==> config.mk <==
export PLATFORM = sky130hd
export DESIGN_NAME = vga_timing_gen
export DESIGN_NICKNAME = d
export VERILOG_FILES = /design/src/rtl/vga_timing_gen.sv
export SDC_FILE = /design/constraint.sdc
export NUM_CORES = 1
export LEC_CHECK = 0
export ABC_AREA = 1
export ABC_CLOCK_PERIOD_IN_PS = 3400
export CORE_ASPECT_RATIO = 1.25
export CORE_UTILIZATION = 27
export CTS_CLUSTER_SIZE = 16
export DETAILED_ROUTE_END_ITERATION = 12
export PLACE_DENSITY = 0.48
export SYNTH_ARGS = -nofsm -noshare
export SYNTH_HDL_FRONTEND = slang
export SYNTH_SLANG_ARGS = --single-unit
==> constraint.sdc <==
create_clock -name clk -period 3.4 [get_ports clk]
set_clock_uncertainty 0.15 [all_clocks]
set_input_delay 0.34 -clock clk [delete_from_list [all_inputs] [get_ports clk]]
set_output_delay 0.34 -clock clk [all_outputs]
set_load 0.05 [all_outputs]
==> src/rtl/vga_timing_gen.sv <==
// vga_timing_gen: parametrised VGA/VESA raster timing generator.
//
// Divides the system clock down to a pixel strobe, runs horizontal and
// vertical raster counters on that strobe, and derives sync, blanking and
// start-of-line/frame indications for the downstream renderers.
//
// Ports:
//   clk         in   system clock
//   reset       in   asynchronous, active-high reset
//   enable      in   run/pause; low freezes divider, counters and frame count
//   p_tick      out  pixel strobe, one clk wide
//   x           out  horizontal count, 0..H_TOTAL-1
//   y           out  vertical count, 0..V_TOTAL-1
//   hsync       out  registered horizontal sync, active level HSYNC_POL
//   vsync       out  registered vertical sync, active level VSYNC_POL
//   video_on    out  high inside the visible area
//   line_start  out  strobe on the first pixel of each line
//   frame_start out  strobe on the first pixel of each frame
//   frame_count out  completed-frame counter, wraps modulo 2^FCW
module vga_timing_gen #(
    parameter int unsigned H_DISPLAY = 640,
    parameter int unsigned H_FRONT   = 16,
    parameter int unsigned H_SYNC    = 96,
    parameter int unsigned H_BACK    = 48,
    parameter int unsigned V_DISPLAY = 480,
    parameter int unsigned V_FRONT   = 10,
    parameter int unsigned V_SYNC    = 2,
    parameter int unsigned V_BACK    = 33,
    parameter int unsigned CLK_DIV   = 4,
    parameter bit          HSYNC_POL = 1'b0,
    parameter bit          VSYNC_POL = 1'b0,
    parameter int unsigned CW        = 10,
    parameter int unsigned FCW       = 8
) (
    input  logic           clk,
    input  logic           reset,
    input  logic           enable,
    output logic           p_tick,
    output logic [CW-1:0]  x,
    output logic [CW-1:0]  y,
    output logic           hsync,
    output logic           vsync,
    output logic           video_on,
    output logic           line_start,
    output logic           frame_start,
    output logic [FCW-1:0] frame_count
);

    localparam int unsigned H_TOTAL = H_DISPLAY + H_FRONT + H_SYNC + H_BACK;
    localparam int unsigned V_TOTAL = V_DISPLAY + V_FRONT + V_SYNC + V_BACK;

    localparam logic [CW-1:0] H_LAST   = CW'(H_TOTAL - 1);
    localparam logic [CW-1:0] V_LAST   = CW'(V_TOTAL - 1);
    localparam logic [CW-1:0] H_VIS    = CW'(H_DISPLAY);
    localparam logic [CW-1:0] V_VIS    = CW'(V_DISPLAY);
    localparam logic [CW-1:0] HS_START = CW'(H_DISPLAY + H_FRONT);
    localparam logic [CW-1:0] HS_END   = CW'(H_DISPLAY + H_FRONT + H_SYNC - 1);
    localparam logic [CW-1:0] VS_START = CW'(V_DISPLAY + V_FRONT);
    localparam logic [CW-1:0] VS_END   = CW'(V_DISPLAY + V_FRONT + V_SYNC - 1);

    // A one-bit divider is kept even for CLK_DIV=1; it then simply stays at 0.
    localparam int unsigned   DW       = (CLK_DIV > 1) ? $clog2(CLK_DIV) : 1;
    localparam logic [DW-1:0] DIV_LAST = DW'(CLK_DIV - 1);

    logic [DW-1:0]  div_q, div_d;
    logic [CW-1:0]  x_q, x_d;
    logic [CW-1:0]  y_q, y_d;
    logic [FCW-1:0] fc_q, fc_d;
    logic           hsync_q, vsync_q;

    logic tick;
    logic line_end;
    logic frame_end;
    logic in_hsync;
    logic in_vsync;

    assign tick      = enable && (div_q == '0);
    assign line_end  = (x_q == H_LAST);
    assign frame_end = line_end && (y_q == V_LAST);
    assign in_hsync  = (x_q >= HS_START) && (x_q <= HS_END);
    assign in_vsync  = (y_q >= VS_START) && (y_q <= VS_END);

    always_comb begin
        div_d = div_q;
        x_d   = x_q;
        y_d   = y_q;
        fc_d  = fc_q;

        // Divider only moves while enabled so a pause keeps the pixel phase.
        if (enable) begin
            div_d = (div_q == DIV_LAST) ? '0 : div_q + DW'(1);
        end

        if (tick) begin
            x_d = line_end ? '0 : x_q + CW'(1);
            if (line_end) begin
                y_d = (y_q == V_LAST) ? '0 : y_q + CW'(1);
            end
            if (frame_end) begin
                fc_d = fc_q + FCW'(1);
            end
        end
    end

    always_ff @(posedge clk or posedge reset) begin
        if (reset) begin
            div_q   <= '0;
            x_q     <= '0;
            y_q     <= '0;
            fc_q    <= '0;
            hsync_q <= ~HSYNC_POL;
            vsync_q <= ~VSYNC_POL;
        end else begin
            div_q   <= div_d;
            x_q     <= x_d;
            y_q     <= y_d;
            fc_q    <= fc_d;
            // Syncs are sampled every clk from the current counters, giving one
            // clk of latency; frozen counters therefore hold the sync level.
            hsync_q <= in_hsync ? HSYNC_POL : ~HSYNC_POL;
            vsync_q <= in_vsync ? VSYNC_POL : ~VSYNC_POL;
        end
    end

    assign p_tick      = tick;
    assign x           = x_q;
    assign y           = y_q;
    assign hsync       = hsync_q;
    assign vsync       = vsync_q;
    assign frame_count = fc_q;
    assign video_on    = (x_q < H_VIS) && (y_q < V_VIS);
    assign line_start  = tick && (x_q == '0);
    assign frame_start = tick && (x_q == '0) && (y_q == '0);

endmodule

==> impl_metrics.ini <==
[synthesis]
ys_ff_latch = 32
syn_area_um2 = 2000
yosys_warnings = 0
synth.top_cell.area_share = 0.376
syn-num-nets = 258
ys_seq_area_frac = 0.403
synth_area_per_cell_um2 = 8.08
syn_inst = 247
yosys.area.top_type = dfrtp_1
yosys-top-cells-area = dfrtp_1 38%, nand2_1 12%, inv_1 5.8%, ha_1 5.0%, nand3_1 4.5%
synth_cell_types = 32

[finish]
fin_cells = 381
n_fill_cell = 758
ff_latch_area_um2 = 803
multiInputGateArea_um2 = 1040
layout-drive-gt1-share = 0.120
final_cell_mix = 66 x nand2_1, 34 x clkdlybuf4s50_1, 31 x inv_1, 30 x dfrtp_1, 21 x nor2_1
area_growth_pct = 29.3
mostFrequentLayoutCell = nand2_1
num_antenna_cells = 0
fin_nets = 301

[clock_network]
cts_buffer_depth = 2
cts.sinks = 32
numCtsBuffers = 5
path_clk_slew_ns = 0.07
postCtsSetupBuffers = 0
cts_tree = yes
cts_root_buf = clkbuf_8
cts_resized = 0
clock_latency_ns = 0.28
cts_max_level = 2
hold_buffers = 0

[worst_setup_path]
required_ns = 2.91
crit_path_start_kind = register
crit_slowest_cell = clkdlybuf4s50_1
cp_slowest_stage_delay_ns = 0.83
crit_buf_inv = 4
crit_path_cell_trace = inv_1 -> ha_1 -> nand2_4 -> inv_1 -> buf_4 -> clkdlybuf4s50_1
cp.arrival_ns = 2.16
cp_max_fo = 15
crit_family = buffers and inverters
worst_path_most_repeated_cell = inv_1
worstSetupPathType = register to output port
worstSetupEndpointType = output port

[sta]
max_freq_ghz = 0.377
relSlewSlack = 0.633
period_share = 0.780
period_minus_slack_ns = 2.65
final-hold-violation-count = 0
fin_ws_ns = 0.748
maxSlewViolCount = 0
finalSetupViolCount = 0
rsz0062_at_grt = no
worst_pin_slew_ns = 0.550
tns_ns = 0

[routing]
viasPerCell = 4.48
drtIter0Drc = 58
drtAntennaViolNets = 0
wl_mm = 4.67
num_vias = 1705
dr.pass1.iters = 5
wl_per_cell_um = 12.3
route.detailed.drc = 0

[status]
status = finished, final reports clean

[floorplanning]
rows = 34
core_area_um2 = 7060
die_w_um = 78.9
pin_count = 37
die_h_um = 98.1
initial_utilization = 0.283
die_area_um2 = 7740

[global_routing]
grt_pass1_vias = 1620
grt_usage = 0.132
grt-ovfl-total = 0
grt_max_degree = 20
antenna_found_initial = 0
grt_pass1_wl_mm = 7.97

[placement]
dp_cells = 373
dpl_worst_slack_ns = 0.749
routabilityCongestion = 0.837
io_buffer_count = 36
dp_hpwl_mm = 3.56

[power]
power.density_nw_per_um2 = 620
irDropWorstVdd_v = 0.000355
power.leakage_nw = 1.29

[min_path]
hp-class = primary input to async pin

[job]
drv_cap = 0
==> area by class of cell <==
type                    instances  area share
well taps                      90      0.0436
flip-flops and latches         32       0.311
clock inverters                 1      0.0116
multi-input cells             179       0.402
clock buffers                   7      0.0373
repair buffers                 39       0.146
inverters                      33      0.0480
==> path summary, 6_finish.rpt <==
check	start	to	slack [ns]	cells past startpoint
setup / recovery	div_q[0]	p_tick	0.75	6
hold / removal	reset	frame_count[2]	0.25	2
setup reg to reg	y[0]	frame_count[0]	1.53	6
hold reg to reg	frame_count[7]	frame_count[7]	0.38	2
max in group asynchronous	reset	hsync	2.20	3
min in group clk	frame_count[7]	frame_count[7]	0.38	2
==> registers in the layout, summed over array words and instances (netlist names) <==
| register | flops |
|---|---|
| hsync | 1 |
| y | 10 |
| vsync | 1 |
| div_q | 2 |
| x | 10 |
| frame_count | 8 |
==> metrics by stage <==
stage	hold slack, ns	util	total power [W]	area [µm²]
6_report	0.253	0.365	0.00160	2580
5_1_grt	0.313	0.365	0.00170	2580
4_1_cts	0.272	0.365	0.00162	2580
3_5_place_dp	0.369	0.347	0.00120	2450
3_3_place_gp	0.358	0.347	0.00120	2450
2_1_floorplan	0.286	-	0.000988	2000
==> Yosys cell counts <==
cell and instances:
a21oi_1 1, buf_12 1, buf_2 1, buf_4 1, dfrtp_1 30, dfstp_2 2
ha_1 8, inv_1 31, inv_2 2, nand2_1 66, nand2_2 2, nand2_4 3
nand3_1 18, nand3_2 3, nand3_4 2, nand3b_1 2, nand4_1 10, nor2_1 21
nor2_2 2, nor2_4 2, nor2_8 2, nor3_1 7, nor3_2 1, nor4_1 2
o2111ai_1 1, o211ai_1 1, o21ai_0 10, o21ai_1 1, o21ai_2 1, o21bai_1 1
xnor2_1 2, xor2_1 10
==> power breakdown <==
part | internal [W] | switching [W] | total, W
combinational | 0.000199 | 0.000456 | 0.000655
sequential | 0.000447 | 0.0000864 | 0.000534
clock | 0.000259 | 0.000152 | 0.000411
==> cell families after synthesis <==
kind of cell | count (synthesis) | synth area share
flops | 32 | 0.403
simple gates | 143 | 0.370
buf+inv | 36 | 0.0784
compound gates | 16 | 0.0464
fa+ha+maj | 8 | 0.0502
xor+xnor | 12 | 0.0527
==> routing by layer <==
layer	global-route usage	up-vias	share of wire
li1	-	877	-
met1	0.175	782	0.47
met2	0.199	38	0.46
met3	0.0355	8	0.054
met4	0.0587	0	0.020
met5	0	-	0
Power figures use the tool's default switching activity.
